File: config.mk
export PLATFORM = sky130hd
export DESIGN_NAME = data_mem_arbiter
export DESIGN_NICKNAME = d
export VERILOG_FILES = /design/src/rtl/data_mem_arbiter.sv
export SDC_FILE = /design/constraint.sdc
export NUM_CORES = 1
export LEC_CHECK = 0
export BUFFER_PORTS_ARGS = -buffer_cell sky130_fd_sc_hd__buf_2
export CAP_MARGIN = 10
export CORE_AREA = 2 2 116 118
export DETAILED_ROUTE_END_ITERATION = 8
export DIE_AREA = 0 0 118 120
export GPL_TIMING_DRIVEN = 0
export HOLD_SLACK_MARGIN = 0.15
export PLACE_DENSITY = 0.67
export SYNTH_ARGS = -nofsm -noshare
export SYNTH_HDL_FRONTEND = slang
export SYNTH_SLANG_ARGS = --single-unit
File: constraint.sdc
create_clock -name Clk -period 2.2 [get_ports Clk]
set_input_delay 0.22 -clock Clk [delete_from_list [all_inputs] [get_ports Clk]]
set_output_delay 0.22 -clock Clk [all_outputs]
set_load 0.02 [all_outputs]
File: src/rtl/data_mem_arbiter.sv
`default_nettype none
// ============================================================================
// Module      : data_mem_arbiter
// Description : Shares a single-ported DataMemory between the pipeline MEM
//               stage (port P, priority) and a secondary load/store master
//               (port D). At most one access is granted per cycle. A
//               starvation counter forces a D grant after MAX_WAIT
//               consecutive denials. Read data returns through per-port
//               holding registers one cycle after the grant.
// Revision    : 1.0 - initial release
// ============================================================================
module data_mem_arbiter #(
  parameter int ADDR_W   = 32,
  parameter int DATA_W   = 32,
  parameter int MAX_WAIT = 4    // legal range 1..15
) (
  input  logic              Clk,
  input  logic              Rst,
  // pipeline port
  input  logic              P_Req,
  input  logic              P_Write,
  input  logic [ADDR_W-1:0] P_Addr,
  input  logic [DATA_W-1:0] P_WData,
  output logic              P_Stall,
  output logic              P_Valid,
  output logic [DATA_W-1:0] P_RData,
  // secondary port
  input  logic              D_Req,
  input  logic              D_Write,
  input  logic [ADDR_W-1:0] D_Addr,
  input  logic [DATA_W-1:0] D_WData,
  output logic              D_Gnt,
  output logic              D_Valid,
  output logic [DATA_W-1:0] D_RData,
  // DataMemory side
  output logic [ADDR_W-1:0] Mem_Addr,
  output logic [DATA_W-1:0] Mem_WData,
  output logic              Mem_Write,
  output logic              Mem_Read,
  input  logic [DATA_W-1:0] Mem_RData
);

  typedef enum logic [0:0] {
    ST_NORMAL  = 1'b0,
    ST_FORCE_D = 1'b1
  } state_t;

  localparam logic [3:0] C_MAX_WAIT = 4'(MAX_WAIT);

  state_t              state_q, state_d;
  logic [3:0]          wait_cnt_q, wait_cnt_d;
  logic                p_valid_q, p_valid_d;
  logic                d_valid_q, d_valid_d;
  logic [DATA_W-1:0]   p_rdata_q, p_rdata_d;
  logic [DATA_W-1:0]   d_rdata_q, d_rdata_d;
  logic                grant_p;
  logic                grant_d;

  // Grant selection: P wins in NORMAL, D wins in FORCE_D; nothing during reset.
  always_comb begin
    grant_p = 1'b0;
    grant_d = 1'b0;
    if (!Rst) begin
      if (state_q == ST_FORCE_D) begin
        grant_d = D_Req;
        grant_p = P_Req & ~D_Req;
      end else begin
        grant_p = P_Req;
        grant_d = D_Req & ~P_Req;
      end
    end
  end

  // Memory bus mux: follows the granted port, idles at all-zero otherwise.
  always_comb begin
    Mem_Addr  = '0;
    Mem_WData = '0;
    Mem_Write = 1'b0;
    Mem_Read  = 1'b0;
    if (grant_p) begin
      Mem_Addr  = P_Addr;
      Mem_WData = P_WData;
      Mem_Write = P_Write;
      Mem_Read  = ~P_Write;
    end else if (grant_d) begin
      Mem_Addr  = D_Addr;
      Mem_WData = D_WData;
      Mem_Write = D_Write;
      Mem_Read  = ~D_Write;
    end
  end

  // Next-state logic: starvation counter, FSM and read-return capture.
  always_comb begin
    state_d    = state_q;
    wait_cnt_d = wait_cnt_q;
    p_valid_d  = grant_p & ~P_Write;
    d_valid_d  = grant_d & ~D_Write;
    p_rdata_d  = p_rdata_q;
    d_rdata_d  = d_rdata_q;

    // Count consecutive denied D cycles, saturating at the force threshold.
    if (!D_Req || grant_d) begin
      wait_cnt_d = 4'd0;
    end else if (wait_cnt_q < C_MAX_WAIT) begin
      wait_cnt_d = wait_cnt_q + 4'd1;
    end

    // FORCE_D is entered after the MAX_WAIT-th denial and lasts one grant.
    case (state_q)
      ST_NORMAL: begin
        if (D_Req && !grant_d && ((wait_cnt_q + 4'd1) == C_MAX_WAIT)) begin
          state_d = ST_FORCE_D;
        end
      end
      ST_FORCE_D: begin
        if (grant_d || !D_Req) begin
          state_d = ST_NORMAL;
        end
      end
      default: state_d = ST_NORMAL;
    endcase

    if (grant_p && !P_Write) begin
      p_rdata_d = Mem_RData;
    end
    if (grant_d && !D_Write) begin
      d_rdata_d = Mem_RData;
    end
  end

  // State registers with synchronous active-high reset.
  always_ff @(posedge Clk) begin
    if (Rst) begin
      state_q    <= ST_NORMAL;
      wait_cnt_q <= 4'd0;
      p_valid_q  <= 1'b0;
      d_valid_q  <= 1'b0;
      p_rdata_q  <= '0;
      d_rdata_q  <= '0;
    end else begin
      state_q    <= state_d;
      wait_cnt_q <= wait_cnt_d;
      p_valid_q  <= p_valid_d;
      d_valid_q  <= d_valid_d;
      p_rdata_q  <= p_rdata_d;
      d_rdata_q  <= d_rdata_d;
    end
  end

  // Reset in the cycle after a granted read must hide that pending Valid,
  // so the Valid flops are qualified by the live reset.
  assign P_Stall = P_Req & ~grant_p;
  assign D_Gnt   = grant_d;
  assign P_Valid = p_valid_q & ~Rst;
  assign D_Valid = d_valid_q & ~Rst;
  assign P_RData = p_rdata_q;
  assign D_RData = d_rdata_q;

endmodule
`default_nettype wire
==> Yosys cells after proc, flatten, opt, wreduce, memory -nomap -nowiden <==
Cells that the tools add are included.
Widths: inputs -> output; s select.
{ "op_classes": {"addsub": 1, "order_cmp": 1, "eq_ne": 1, "mux": 15, "n_bitwise": 14, "reduce_logical": 10} }
{ "op_table": {"columns": ["op", "count"], "rows": [
  ["$mux 32", 4],
  ["$mux 1", 10],
  ["$and 1x1->1", 7],
  ["$not 1->1", 7],
  ["$add 4x1->4 const B", 1],
  ["$eq 4x3->1 const B", 1],
  ["$logic_and 1x1->1", 4],
  ["$logic_not 1->1", 4],
  ["$lt 4x3->1 const B", 1],
  ["$pmux 1 s2", 1],
  ["$reduce_or 2->1", 1],
  ["$logic_or 1x1->1", 1]
]} }
{ "totals": {"ff_bits": 71} }

==> Longest topological paths before layout <==
{ "depth": {"word_depth": 9, "depth_mapped": 6, "depth_no_buf": 4} }

==> Worst setup path before layout <==
OpenSTA, ideal clock, no wires.
{ "synth_timing": {"kind": "flip-flop to output port", "start": "register state_q", "end": "output port Mem_Addr[10]", "arrival_time_ns": 1.186, "required_time_ns": 1.980, "slack_ns": 0.794, "stages_incl_launch_ff": 6, "n_path_buf": 1, "path_cell_list": "dfxtp_1 -> nand2b_1 -> nand2_2 -> inv_2 -> buf_2 -> a22o_1"} }
{ "synth_via": {"elab_chain_len": 4, "word_cells_on_any_way": 6, "classes_between": "mux: 6"} }
{ "synth_lines": {"columns": ["item", "line_no", "rtl"], "rows": [
  ["from (decl)", "50", "state_t state_q, state_d;"],
  ["from (signal assigned)", "142", "state_q <= state_d;"],
  ["$mux 1", "64", "if (state_q == ST_FORCE_D) begin"],
  ["$mux 1", "63", "if (!Rst) begin"],
  ["named net D_Gnt", "32", "output logic D_Gnt,"],
  ["$mux 32", "85", "end else if (grant_d) begin"],
  ["$mux 32", "80", "if (grant_p) begin"],
  ["to (decl)", "36", "output logic [ADDR_W-1:0] Mem_Addr,"]
]} }
The timed path passes the listed nets, and every way through them passes these cells.

==> Worst setup path after layout <==
{ "layout_timing": {"start": "register state_q", "end": "output port Mem_WData[13]"} }
{ "layout_via": {"elab_chain_len": 4, "word_cells_on_any_way": 6, "classes_between": "mux: 6"} }
{ "layout_lines": {"columns": ["item", "line_no", "rtl"], "rows": [
  ["$mux 1", "64", null],
  ["$mux 1", "63", null],
  ["$mux 32", "85", null],
  ["$mux 32 *", "80", null],
  ["to (decl)", "37", "output logic [DATA_W-1:0] Mem_WData,"]
]} }
Every way passes the cells marked *; elsewhere a longest branch is shown, timed or not.

==> impl_metrics.tcl <==
set metrics [dict create \
    drv_slew 0 \
    dp_hpwl_um 12900 \
    setup_tns_ps 0 \
    r2r_slack_ps 720 \
    endpoint_kind "primary output" \
    cts_sinks 71 \
    finalSetupViolations 0 \
    synth_xor_area_frac 0.00747 \
    antenna_found_initial 5 \
    cts-htree-levels 3 \
    multi_input_area_um2 1730 \
    area_delta_synth_final_pct 59.5 \
    period_minus_slack_ps 2040 \
    fin_area_um2 5610 \
    detailed_place.area_um2 5230 \
    drtPass1Iterations 4 \
    num_vias 4182 \
    port_buffers 298 \
    min_path_cells 3 \
    syn-num-nets 538 \
    cts_buffer_depth 2 \
    row_count 42 \
    seqCellArea_um2 1420 \
    gr-usage-all-layers 0.215 \
    insertion_delay_ps 330 \
    required_ps 1980 \
    overflow 0 \
    coreArea_um2 13000 \
    min_to "P_RData[30]$_SDFFE_PP0P_" \
    routabilityCongestion 0.892 \
    post_cts_buffers 0 \
    vdd_ir_drop_max_mv 0.407 \
    dieWidth_um 118 \
    numCtsBuffers 9 \
    maxCapViolations 0 \
    root_buffer "clkbuf_16" \
    p_leak_nw 2.92 \
    hp-start "Mem_RData[30]" \
    ys.warnings.count 0 \
    r2r_start "state_q$_SDFF_PP0_" \
    avgSynthCellArea_um2 9.51 \
    die_h_um 120 \
    hold_viol 0 \
    power_density_nw_per_um2 674 \
    hold_class "primary input to flop" \
    cts_tree "built" \
    drtIter0Drc 174 \
    avgRoutedWirePerCell_um 18.3 \
    dieArea_um2 14200 \
    synth_compound_area_frac 0.323 \
    first_global_vias 4033 \
    layout_commonest_cell "buf_2" \
    synth-adder-area-share 0.00711 \
    start_util 0.271 \
    muxShareOfSynthArea 0.0911 \
    synthSimpleGateAreaFrac 0.0623 \
    worstSetupPathType "flop to primary output" \
    fillers 1346 \
    ys_seq_area_frac 0.404 \
    grt_first_pass_wirelength_um 23100 \
    cp_slowest_cell "dfxtp_2" \
    final_cell_mix "buf_2 (306), dfxtp_1 (70), a22o_1 (64)" \
    fin_nets 850 \
    rsz0062_at_grt "false" \
    syn_area_um2 3520 \
    ant_nets 0 \
    clk_pin_slew_ps 60 \
    total_power_mw 3.78 \
    critPathLaunchType "flop" \
    yosysUniqueCellTypes 31 \
    slew_headroom 0.592 \
    timing.rr.end "D_RData[12]$_SDFFE_PP0P_" \
    crit_path_max_fanout 10 \
    syn-instance-count 370 \
    path_common_cell "buf_6" \
    drc 0 \
    grt_start_max_net_pins 13 \
    worst_pin_slew_ps 613 \
    synth_top_family_by_area "compound AO/OA/AOI/OAI gates" \
    setup_slack_ps 158 \
    slowest_delay_ps 370 \
    final_core_utilization 0.432 \
    synth.ff_latch_count 71 \
    status "completed" \
    ff2ff_path_depth 4 \
    timing.final.crit_share 0.928 \
    routed_wl_um 15900 \
    cp_cell_sequence "nand2b_1, nand2_2, inv_2, buf_6, buf_6, a22o_1, buf_2" \
    crit_buf_inv 4 \
    ioPinCount 300 \
    arrival_ps 1820 \
    dpl_worst_slack_ps 426 \
    critPathTopFamily "buffers and inverters" \
    via_per_inst 4.82 \
    crit_start "state_q$_SDFF_PP0_" \
    timing.fmax_mhz 490 \
    drive_above_1_share 0.492 \
    skew_ps 6.51 \
]
-- worst register-to-register path, cell delays in order (launching register included) --
cell and delay [ps]:
dfxtp_2 340, nor2b_1 350, clkbuf_1 420, o311ai_0 170, o31ai_1 110
-- flip-flops by register name, summed over array words and instances, names as in the netlist --
register,flops
D_RData,32
P_RData,32
d_valid_q,1
p_valid_q,1
state_q,1
wait_cnt_q,4
-- through the flow --
stage	instances	hold WS [ps]
5_1_grt	868	157
3_3_place_gp	844	440
6_report	868	156
4_1_cts	863	150
2_1_floorplan	370	376
3_5_place_dp	844	443
-- routing by layer --
layer | global-route usage | share of wire | up-vias
met5 | 0 | 0 | -
met4 | 0.0821 | 0.014 | 0
met3 | 0.0580 | 0.069 | 16
met2 | 0.361 | 0.50 | 185
met1 | 0.262 | 0.42 | 1962
li1 | - | - | 2019
-- power by group --
group          switching [mW]  internal (mW)
clock                   0.541           1.11
sequential             0.0263           1.34
combinational           0.456          0.312
-- repair_timing --
| item | 4_1_cts | 5_1_grt |
|---|---|---|
| endpoints found under the hold margin | 3 | 0 |
| hold buffers | 3 | 0 |
| endpoints found under the setup margin | 0 | 3 |
| resized for setup | 0 | 1 |
-- cell type report --
class                           instances  area share
Multi-Input combinational cell        223       0.308
Antenna cell                            5     0.00223
Inverter                               36      0.0241
Buffer                                 40      0.0419
Clock buffer                           10      0.0408
Tap cell                              176      0.0393
Clock inverter                          6      0.0194
Sequential cell                        71       0.254
Timing Repair Buffer                  301       0.271
-- worst max path at each step --
stage / end / cells after the start
after detailed placement: Mem_WData[20] / 7
after floorplan: Mem_Addr[10] / 5
after global routing: Mem_WData[20] / 7
final: Mem_WData[13] / 7
after CTS: Mem_WData[20] / 7
after global placement: Mem_WData[20] / 7
-- logic make-up after synthesis --
logic type	count (synthesis)
xor gates and xnor gates	3
AOI/OAI and AO/OA	135
DFF	71
buffers and inverters	76
muxes	32
and+or+nand+nor	51
adders and majority gates	2
-- cells in the mapped netlist (all sizes together) --
library cell   n  area (um2)
nand2         35         134
o311ai        32         280
o31ai         32         240
clkbuf        20        75.1
ha             2        25.0
dfxtp         71        1420
a21oi          3        18.8
a22o          64         561
a211oi         1        12.5
xor2           1        8.76
nor2b          5        31.3
nor2           5        18.8
xnor2          2        17.5
o21ai          1        5.00
and3           1        6.26
nand3          1        5.00
buf           20         160
or3            1        6.26
nor3           1        5.00
inv           36         135
o21ba          1        10.0
o21bai         1        7.51
nand2b         2        12.5
mux2i         32         320
Power figures use the tool's default switching activity.
